## config.mk

```make
export PLATFORM = sky130hd
export DESIGN_NAME = fetch_sequencer
export DESIGN_NICKNAME = d
export VERILOG_FILES = /design/src/rtl/fetch_sequencer.sv
export SDC_FILE = /design/constraint.sdc
export NUM_CORES = 1
export LEC_CHECK = 0
export CAP_MARGIN = 20
export CORE_MARGIN = 2
export CORE_UTILIZATION = 50
export CTS_BUF_LIST = sky130_fd_sc_hd__clkbuf_8
export DETAILED_ROUTE_END_ITERATION = 6
export GPL_TIMING_DRIVEN = 0
export MAX_ROUTING_LAYER = met4
export PLACE_DENSITY = 0.78
export RECOVER_POWER = 100
export SLEW_MARGIN = 20
export SYNTH_ARGS = -nofsm -noshare
export SYNTH_HDL_FRONTEND = slang
export SYNTH_SLANG_ARGS = --single-unit
export TNS_END_PERCENT = 10
```

## constraint.sdc

```tcl
create_clock -name input_Clock -period 3.4 [get_ports input_Clock]
set_input_delay 0.51 -clock input_Clock [delete_from_list [all_inputs] [get_ports input_Clock]]
set_output_delay 0.51 -clock input_Clock [all_outputs]
set_load 0.05 [all_outputs]
```

## src/rtl/fetch_sequencer.sv

```systemverilog
// Fetch/execute sequencer: owns the PC, latches IR, strobes Execute; two cycles per instruction.
// Jump-to-self parks the machine in HALT until reset; Run/Step are sampled inputs only.
module fetch_sequencer #(
    parameter int                ADDR_W   = 8,
    parameter int                CNT_W    = 16,
    parameter logic [ADDR_W-1:0] RESET_PC = '0
) (
    input  logic              input_Clock,
    input  logic              input_Reset,
    input  logic              input_Run,
    input  logic              input_Step,
    input  logic [7:0]        input_Instruction,
    output logic [ADDR_W-1:0] output_Address,
    output logic [7:0]        output_Instruction,
    output logic              output_Execute,
    output logic              output_Halted,
    output logic [1:0]        output_Phase,
    output logic [CNT_W-1:0]  output_Retired
);

    localparam logic [1:0] S_IDLE  = 2'd0;
    localparam logic [1:0] S_FETCH = 2'd1;
    localparam logic [1:0] S_EXEC  = 2'd2;
    localparam logic [1:0] S_HALT  = 2'd3;

    localparam logic [ADDR_W-1:0] PC_ONE  = {{(ADDR_W-1){1'b0}}, 1'b1};
    localparam logic [CNT_W-1:0]  CNT_ONE = {{(CNT_W-1){1'b0}}, 1'b1};

    logic [1:0]        state_q, state_d;
    logic [ADDR_W-1:0] pc_q, pc_d;
    logic [7:0]        ir_q, ir_d;
    logic [CNT_W-1:0]  retired_q, retired_d;
    logic              step_prev_q;

    logic              step_pulse;
    logic              is_jump;
    logic              halt_hit;
    logic [ADDR_W-1:0] pc_inc;
    logic [ADDR_W-1:0] jump_target;

    assign step_pulse  = input_Step & ~step_prev_q;
    assign is_jump     = (ir_q[7:6] == 2'b11);
    assign pc_inc      = pc_q + PC_ONE;
    assign jump_target = pc_inc + {{(ADDR_W-6){ir_q[5]}}, ir_q[5:0]};
    // A jump whose target is its own address is the halt idiom.
    assign halt_hit    = is_jump && (jump_target == pc_q);

    always_ff @(posedge input_Clock) begin
        if (input_Reset) begin
            state_q <= S_IDLE;
        end else begin
            state_q <= state_d;
        end
    end

    always_comb begin
        state_d = state_q;
        case (state_q)
            S_IDLE:  if (input_Run || step_pulse) state_d = S_FETCH;
            S_FETCH: state_d = S_EXEC;
            S_EXEC: begin
                if (halt_hit)       state_d = S_HALT;
                else if (input_Run) state_d = S_FETCH;
                else                state_d = S_IDLE;
            end
            default: state_d = S_HALT;
        endcase
    end

    always_comb begin
        output_Execute = (state_q == S_EXEC);
        output_Halted  = (state_q == S_HALT);
        output_Phase   = state_q;
    end

    always_comb begin
        pc_d      = pc_q;
        ir_d      = ir_q;
        retired_d = retired_q;
        if (state_q == S_FETCH) begin
            ir_d = input_Instruction;
        end
        if (state_q == S_EXEC) begin
            retired_d = (&retired_q) ? retired_q : retired_q + CNT_ONE;
            if (!halt_hit) begin
                pc_d = is_jump ? jump_target : pc_inc;
            end
        end
    end

    // Step history resets high so a Step held through reset is not an edge.
    always_ff @(posedge input_Clock) begin
        if (input_Reset) begin
            pc_q        <= RESET_PC;
            ir_q        <= 8'h00;
            retired_q   <= '0;
            step_prev_q <= 1'b1;
        end else begin
            pc_q        <= pc_d;
            ir_q        <= ir_d;
            retired_q   <= retired_d;
            step_prev_q <= input_Step;
        end
    end

    assign output_Address     = pc_q;
    assign output_Instruction = ir_q;
    assign output_Retired     = retired_q;

endmodule

```

; ---- After elaboration in Yosys (flattened, before gate mapping)
; Cells that the tools add are included.
[classes]
add_sub_neg = 3
mul = 0
n_div = 0
magnitude_cmp = 0
n_eq_ne = 6
shifts = 0
muxes = 5
bitwise = 4
reduce_logical = 6
[ops]
columns = op, count
row1 = $add 16x1->16 const B, 1
row2 = $reduce_and 16->1, 1
row3 = $add 8x1->8 const B, 1
row4 = $add 8x8->8, 1
row5 = $eq 8x8->1, 1
row6 = $mux 8, 1
row7 = $eq 2x2->1 const B, 3
row8 = $pmux 2 s3, 1
row9 = $mux 2, 2
row10 = $reduce_and 2->1, 2
row11 = $not 1->1, 3
row12 = $eq 2x1->1 const B, 1
row13 = $logic_not 2->1, 1
row14 = $ne 2x2->1 const B, 1
row15 = $and 1x1->1, 1
row16 = $logic_and 1x1->1, 1
row17 = $logic_or 1x1->1, 1
row18 = $mux 1, 1
[word_totals]
register_bits = 35
latchBits = 0
mem_bits_rw = 0
mem_bits_ro = 0
inputBits = 12
wordCells = 29
n_memories = 0

; ---- Depth between registers and ports, before layout
; Gate-level depths: netlist (run 1).
[logic_depth]
ltp_word = 6
mapped_depth = 13

; ---- Least setup slack after synthesis (run 1)
; No wires, ideal clock.
[synth_path]
path_kind = input to register
from = input port output_Address[0]
to = register pc_q[6] (netlist: output_Address[6])
setup_time_ns = 0.134
arrival_ns = 3.162
slack_ns = 0.104
stages = 13
cell_sequence = dfxtp_1 > ha_1 > nand3_1 > xnor2_1 > ha_1 > a21o_1 > a221oi_1 > xnor2_1 > nor4_2 > o21a_1 > buf_6 > a2111oi_1 > nor3_2
[synth_via]
elab_chain_cells = 6
word_cells_on_any_way = 7
classes_between = add/sub: 2 / eq/ne: 1 / mux: 1 / bitwise: 1 / reduce/logical: 2
[synth_lines]
columns = item, line
row1 = start: declaration, 13  ; output logic [ADDR_W-1:0] output_Address,
row2 = $add 8x1->8, 43  ; assign pc_inc = pc_q + PC_ONE;
row3 = $add 8x8->8, 44  ; assign jump_target = pc_inc + {{(ADDR_W-6){ir_q[5]}}, ir_q[5:0]};
row4 = $eq 8x8->1, 46  ; assign halt_hit = is_jump && (jump_target == pc_q);
row5 = $logic_and 1x1->1, 46
row6 = $not 1->1 (no line), --
row7 = $reduce_and 2->1 (no line), --
row8 = end signal: assignment, 99  ; pc_q <= pc_d;
row9 = end: declaration, 30  ; logic [ADDR_W-1:0] pc_q, pc_d;
; Several ways; a longest one is shown, not always the timed one.
; A chain may end at the register's enable or synchronous reset.

; ---- Final worst setup path (run 1)
[layout_path]
from = input port output_Address[0]
to = register pc_q[4] (netlist: output_Address[4])
; The elaborated chain is that of the path after synthesis.

==> results.toml, run 1 <==
[min_path]
min_path_type = "flop to flop"
whs_path_depth = 2
worstHoldStart = "output_Address[7]"
whs_endpoint = "output_Address[7]"

[setup_path]
critPathLaunch = "output_Address[0]"
critical_path_class = "flop to flop"
worst_setup_path_start_kind = "flop"
rr_endpoint = "output_Address[4]"
cp_max_fo = 10
cp.required_ns = 3.57
r2r-start = "output_Address[0]"
ff2ff_setup_slack_ns = 0.22
endpoint_kind = "flop"
worst-r2r-cell-count = 13
cp.arrival_ns = 3.35

[route]
top_layer = "met4"
vias = 1909
dr.pass1.iters = 4
wl_mm = 5.062
drc_errors = 0
wl_met2_mm = 2.497
drt_iter0_drc = 76
ant_nets = 0
route.met3.wl_um = 264
drt-met1-wl_mm = 2.196
viasPerCell = 5.615
routedWlPerCell_um = 14.89

[synth]
synth_area_um2 = 2090
synth_edf_count = 0
synth_nets = 261
synth_flop_cell = "dfxtp_1"
synth_cell_types = 50
ys_ff_latch = 35
syn_inst = 238
ys_async_sr_fraction_pct = 0
yosysSeqAreaShare_pct = 33.53
ys_warn_count = 0
avgSynthCellArea_um2 = 8.779

[sta]
tns_ns = 0
tightest_slew_ns = 0.6874
fin_crit_sh_pct = 93.50
setup_viol = 0
hold_viol = 0
relSlewSlack_pct = 54.17
slew_viol_final = 0
fin_skew_ns = 0.005894
timing.fmax_ghz = 0.3146
period_needed_ns = 3.179
rsz0062_at_grt = "false"

[grt]
track_usage_pct = 24.10
grt_overflow = 0
grt_max_degree = 11
antenna_found_initial = 0
grt_pass1_vias = 1756
grt_pass1_wl_mm = 8.142

[clocking]
clock-root-buffer = "clkbuf_8"
cts_setup_buffers = 0
cts_buffers = 5
clkSinkCount = 35
ctsResizeCount = 0
cts.reportedPaths.clkPinSlew_ns = 0.07
cts_buffer_depth = 2
insertion_delay_ns = 0.30
cts_tree = "done"
h-tree-depth = 2
cts_hold_repair.buffers = 0

[final_layout]
final_area_um2 = 2743
final_cell_mix = "dlygate4sd3_1 (37), nor2_1 (36), dfxtp_1 (33), xor2_1 (16), a21oi_1 (15)"
insertedDiodeCount = 0
multi_input_area_um2 = 1373
regArea_um2 = 703.2
fillerInstances = 345
areaGrowthSynthToFinish_pct = 31.26
drive_above_1_share_pct = 9.310
final_common_cell = "dlygate4sd3_1"
fin_nets = 313

[placed_design]
place_area_um2 = 2613
dp_hpwl_mm = 3.617
gp_congestion = 0.8187
io_buffers = 46

[floorplanning]
core_area_um2 = 4000
die_x_um = 68.65
num_rows = 23
initial_utilization_pct = 52.24
ios = 48
die_h_um = 68.65
fp.dieArea_um2 = 4712

[flow_run]
max_cap_viol_count = 0

[run_status]
status = "completed"

[pwr]
peakVddDrop_mv = 0.2544
power.leakage_nw = 1.187
power_density_nw_per_um2 = 346.7
==> per-layer routing <==
| metal | global-route usage (%) | up-vias |
|---|---|---|
| li1 | - | 956 |
| met1 | 28.79 | 893 |
| met2 | 37.74 | 50 |
| met3 | 6.981 | 10 |
| met4 | 10.50 | 0 |
| met5 | - | - |
==> worst max path at each step <==
stage                                    to  cells past startpoint
after floorplan           output_Address[6]                     12
after global placement    output_Address[4]                     11
after detailed placement  output_Address[4]                     11
after CTS                 output_Address[4]                     11
after global routing      output_Address[6]                     13
final                     output_Address[4]                     13
==> where the power goes <==
group	total (mW)	leakage (nW)	internal, mW	switching (mW)
sequential	0.442	0.285	0.423	0.0182
combinational	0.199	0.855	0.0790	0.120
clock	0.310	0.0470	0.159	0.151
==> through the flow <==
step | power [mW] | hold slack, ns | std cells | util (%) | setup slack, ns
after floorplan | 0.5903 | 0.6166 | 238 | - | 0.1040
after global routing | 0.9911 | 0.5120 | 340 | 68.56 | 0.03932
after CTS | 0.9532 | 0.5011 | 341 | 67.50 | 0.04183
after detailed placement | 0.6509 | 0.4920 | 334 | 65.31 | 0.07051
after global placement | 0.6472 | 0.4819 | 334 | 65.31 | 0.1277
final | 0.9509 | 0.4955 | 340 | 68.56 | 0.2211
==> cell families after synthesis <==
kind of cell	Yosys count	share of synthesized area [%]
AOI/OAI and AO/OA	44	14.73
xor gates and xnor gates	32	14.79
and+or+nand+nor	92	22.33
muxes	10	4.791
DFF	35	33.53
adders and majority gates	11	6.946
buffers and inverters	14	2.874
==> synthesized netlist by cell type (2+ instances only) <==
cell type  instances  share of area (%)
a2111oi_1          3                1.4
nand3_1            9                2.2
xor2_1            16                6.7
nand2b_1           2               0.60
o21ai_0            4               0.96
ha_1              10                6.0
dfxtp_1           35                 34
o21a_1             2               0.72
nor3_1             4               0.96
or3_1              4                1.2
mux2i_1           10                4.8
nor2_1            37                6.6
nand2_1           12                2.2
inv_1              4               0.72
nor4_1             2               0.60
clkbuf_1           7                1.3
a21oi_1           15                3.6
a21o_1             2               0.72
xnor2_1           14                5.9
o41ai_1            2               0.84
nand4_1            7                2.1
nor3_2             4                1.9
and3_1             4                1.2
o21ai_1            3               0.72
==> state kept, by name (all words and copies together), names as in the netlist <==
name                flops
output_Phase            2
output_Address          8
output_Instruction      8
output_Retired         16
step_prev_q             1
==> worst max-delay path: stages, from the launching register on <==
cell       delay [ns]
dfxtp_2          0.41
ha_1             0.21
nand3_1          0.18
nor2_1           0.17
xor2_1           0.25
ha_1             0.34
a21oi_1          0.19
a2bb2oi_1        0.16
o21ai_1          0.11
o21a_1           0.22
o21a_1           0.20
buf_6            0.15
a2111oi_2        0.39
nor3_2           0.06
==> area by class of cell <==
cell class	instances	share of cell area, %
Clock buffer	6	3.011
Timing Repair Buffer	46	16.79
Buffer	8	1.369
Tap cell	50	2.281
Multi-Input combinational cell	189	50.05
Sequential cell	35	25.64
Inverter	5	0.6843
Clock inverter	1	0.1825
(Power assumes the default switching activity.)
==> inputs of run 2 (changes only) <==
--- a/config.mk
+++ b/config.mk
@@ -5,6 +5,7 @@
 export SDC_FILE = /design/constraint.sdc
 export NUM_CORES = 1
 export LEC_CHECK = 0
+export ABC_AREA = 1
 export CAP_MARGIN = 20
 export CORE_MARGIN = 2
 export CORE_UTILIZATION = 50
@@ -12,7 +13,7 @@
 export DETAILED_ROUTE_END_ITERATION = 6
 export GPL_TIMING_DRIVEN = 0
 export MAX_ROUTING_LAYER = met4
-export PLACE_DENSITY = 0.78
+export PLACE_DENSITY = 0.76
 export RECOVER_POWER = 100
 export SLEW_MARGIN = 20
 export SYNTH_ARGS = -nofsm -noshare
==> run 2 against run 1 <==
Net effect: via count is 30% higher; clock power increased by 27%; count of clock-buffer cells in the layout stayed put; critical path type unchanged; critical endpoint is now output_Phase[0]; largest cell class unchanged; highest routed layer unchanged.
==> results.toml, run 2 <==
[synth]
synthMuxAreaShare_pct = 0
avgSynthCellArea_um2 = 6.283
synth.top_cell.area_share_pct = 30.30
ys_async_sr_fraction_pct = 0
synth_top_family_by_area = "simple AND/OR/NAND/NOR gates"
ys_ff_latch = 35
synth_commonest_cells = "nand2_1 (94), nor2_1 (55), inv_1 (45), dfxtp_1 (35), nand3_1 (27)"
yosys.area_share.simple_pct = 39.77
synth_area_um2 = 2312
synth_nets = 391
synth_area_leaders = "dfxtp_1 (30%), nand2_1 (15%), nor2_1 (8.9%), inv_1 (7.3%), nand3_1 (5.8%)"
synth_cell_types = 29
synthAdderAreaFrac_pct = 6.277
yosys.area.top_type = "dfxtp_1"
synth_most_common_cell = "nand2_1"
synth_compound_gate_area_share_pct = 12.01
syn_inst = 368
synth_edf_count = 0
synth_xor_area_share_pct = 3.030
ys_warn_count = 0
yosysSeqAreaShare_pct = 30.30
synth_flop_cell = "dfxtp_1"

[placed_design]
io_buffers = 47
dp_hpwl_mm = 4.525
gp_congestion = 0.9222
placed_cells_incl_taps = 467

[clocking]
ctsResizeCount = 0
cts.reportedPaths.clkPinSlew_ns = 0.07
cts_setup_buffers = 0
insertion_delay_ns = 0.28
cts_buffer_depth = 2
h-tree-depth = 2
cts_hold_repair.buffers = 0
clkSinkCount = 35
clock-root-buffer = "clkbuf_8"
cts_buffers = 5
cts_tree = "done"

[final_layout]
drive_above_1_share_pct = 4.728
final_util_pct = 66.92
fillerInstances = 394
areaGrowthSynthToFinish_pct = 27.76
fin_nets = 445
final_common_cell = "nand2_1"
largest_reg_flops = 16
fin_cells = 475
insertedDiodeCount = 0
final_cell_mix = "nand2_1 (96), nor2_1 (55), inv_1 (45), dlygate4sd3_1 (37), dfxtp_1 (35)"

[grt]
grt_pass1_vias = 2245
grt_overflow = 0
grt_pass1_wl_mm = 9.942
track_usage_pct = 24.71
antenna_found_initial = 0
grt_max_degree = 12

[floorplanning]
die_h_um = 72.01
fp.dieArea_um2 = 5185
initial_utilization_pct = 52.38
num_rows = 24
core_area_um2 = 4414
ios = 48
die_x_um = 72.01

[sta]
tightest_slew_ns = 0.7252
setup_viol = 0
slew_viol_final = 0
relSlewSlack_pct = 51.48
fin_skew_ns = 0.004392
rsz0062_at_grt = "false"
fin_crit_sh_pct = 88.15
hold_viol = 0
tns_ns = 0
period_needed_ns = 2.997
timing.fmax_ghz = 0.3337

[run_status]
status = "completed"

[setup_path]
slowest_delay_ns = 0.45
critPathTopFamily = "simple AND/OR/NAND/NOR gates"
crit_buf_inv = 2
endpoint_kind = "flop"
critical_path_class = "flop to flop"
cp_max_fo = 9
cp.required_ns = 3.58
cp.arrival_ns = 3.18
crit_chain = "ha_1 -> nand2_1 -> nor2_1 -> inv_1 -> nor2_1 -> nor2_1 -> ha_1 -> a21oi_1 -> nand2_1 -> a21oi_1 -> nand3_2 -> nand3_1 -> nand2_1 -> nand2_4 -> nand2_4 -> o21ai_0 -> inv_1"
worst_setup_path_start_kind = "flop"
slowest_stage = "dfxtp_1"

[route]
wl_mm = 5.960
drt_iter0_drc = 179
dr.pass1.iters = 4
vias = 2480
ant_nets = 0
drc_errors = 0
routedWlPerCell_um = 12.55
viasPerCell = 5.221

[pwr]
power.leakage_nw = 1.406
power_density_nw_per_um2 = 380.2
peakVddDrop_mv = 0.2300

[min_path]
min_path_type = "flop to flop"

[flow_run]
max_cap_viol_count = 0
==> run 2: final cells by class <==
type | instances | area, um2 | share of cell area (%)
sequential | 35 | 700.7 | 23.72
multi-input combinational | 281 | 1403 | 47.48
tap | 52 | 65.06 | 2.202
clock buffer | 6 | 82.58 | 2.795
inverter | 46 | 172.7 | 5.845
buffer | 6 | 25.02 | 0.8471
timing repair buffer | 47 | 470.5 | 15.93
clock inverter | 2 | 35.03 | 1.186
==> run 2: tightest hold or removal path, stage by stage (launching register included) <==
cell,delay (ns)
dfxtp_1,0.34
inv_1,0.06
a21oi_1,0.05
==> run 2: kinds of logic after synthesis <==
family | after synthesis
simple gates | 209
compound gates | 53
buf+inv | 52
fa+ha+maj | 11
xor+xnor | 8
flops | 35
==> run 2: report_power, final <==
part	switching [mW]	internal, mW
clock	0.158	0.237
sequential	0.0208	0.429
combinational	0.184	0.0946
total	0.362	0.761
==> run 2: path summary, 6_finish.rpt <==
check | start | endpoint | slack (ns) | depth (start not counted)
hold reg to reg | output_Retired[4] | output_Retired[4] | 0.48 | 2
setup / recovery | output_Address[1] | output_Phase[0] | 0.40 | 17
hold / removal | output_Retired[4] | output_Retired[4] | 0.48 | 2
setup reg to reg | output_Address[1] | output_Phase[0] | 0.40 | 17
==> run 2: metrics by stage <==
stage | power (mW) | worst slack, ns | hold slack (ns) | cell area, um2
2_1_floorplan | 0.6603 | 0.5590 | 0.5791 | 2312
3_3_place_gp | 0.7407 | 0.6233 | 0.4706 | 2848
3_5_place_dp | 0.7458 | 0.5503 | 0.4802 | 2848
4_1_cts | 1.144 | 0.5115 | 0.4950 | 2965
5_1_grt | 1.185 | 0.09265 | 0.5337 | 2954
6_report | 1.123 | 0.4030 | 0.4833 | 2954
==> run 2: metal layers <==
metal	up-vias	share of wire [%]	track usage [%]
met4	0	0.91	6.918
met3	6	6.2	5.000
met2	68	45	38.48
li1	1302	-	-
met5	-	0	-
met1	1104	48	32.73
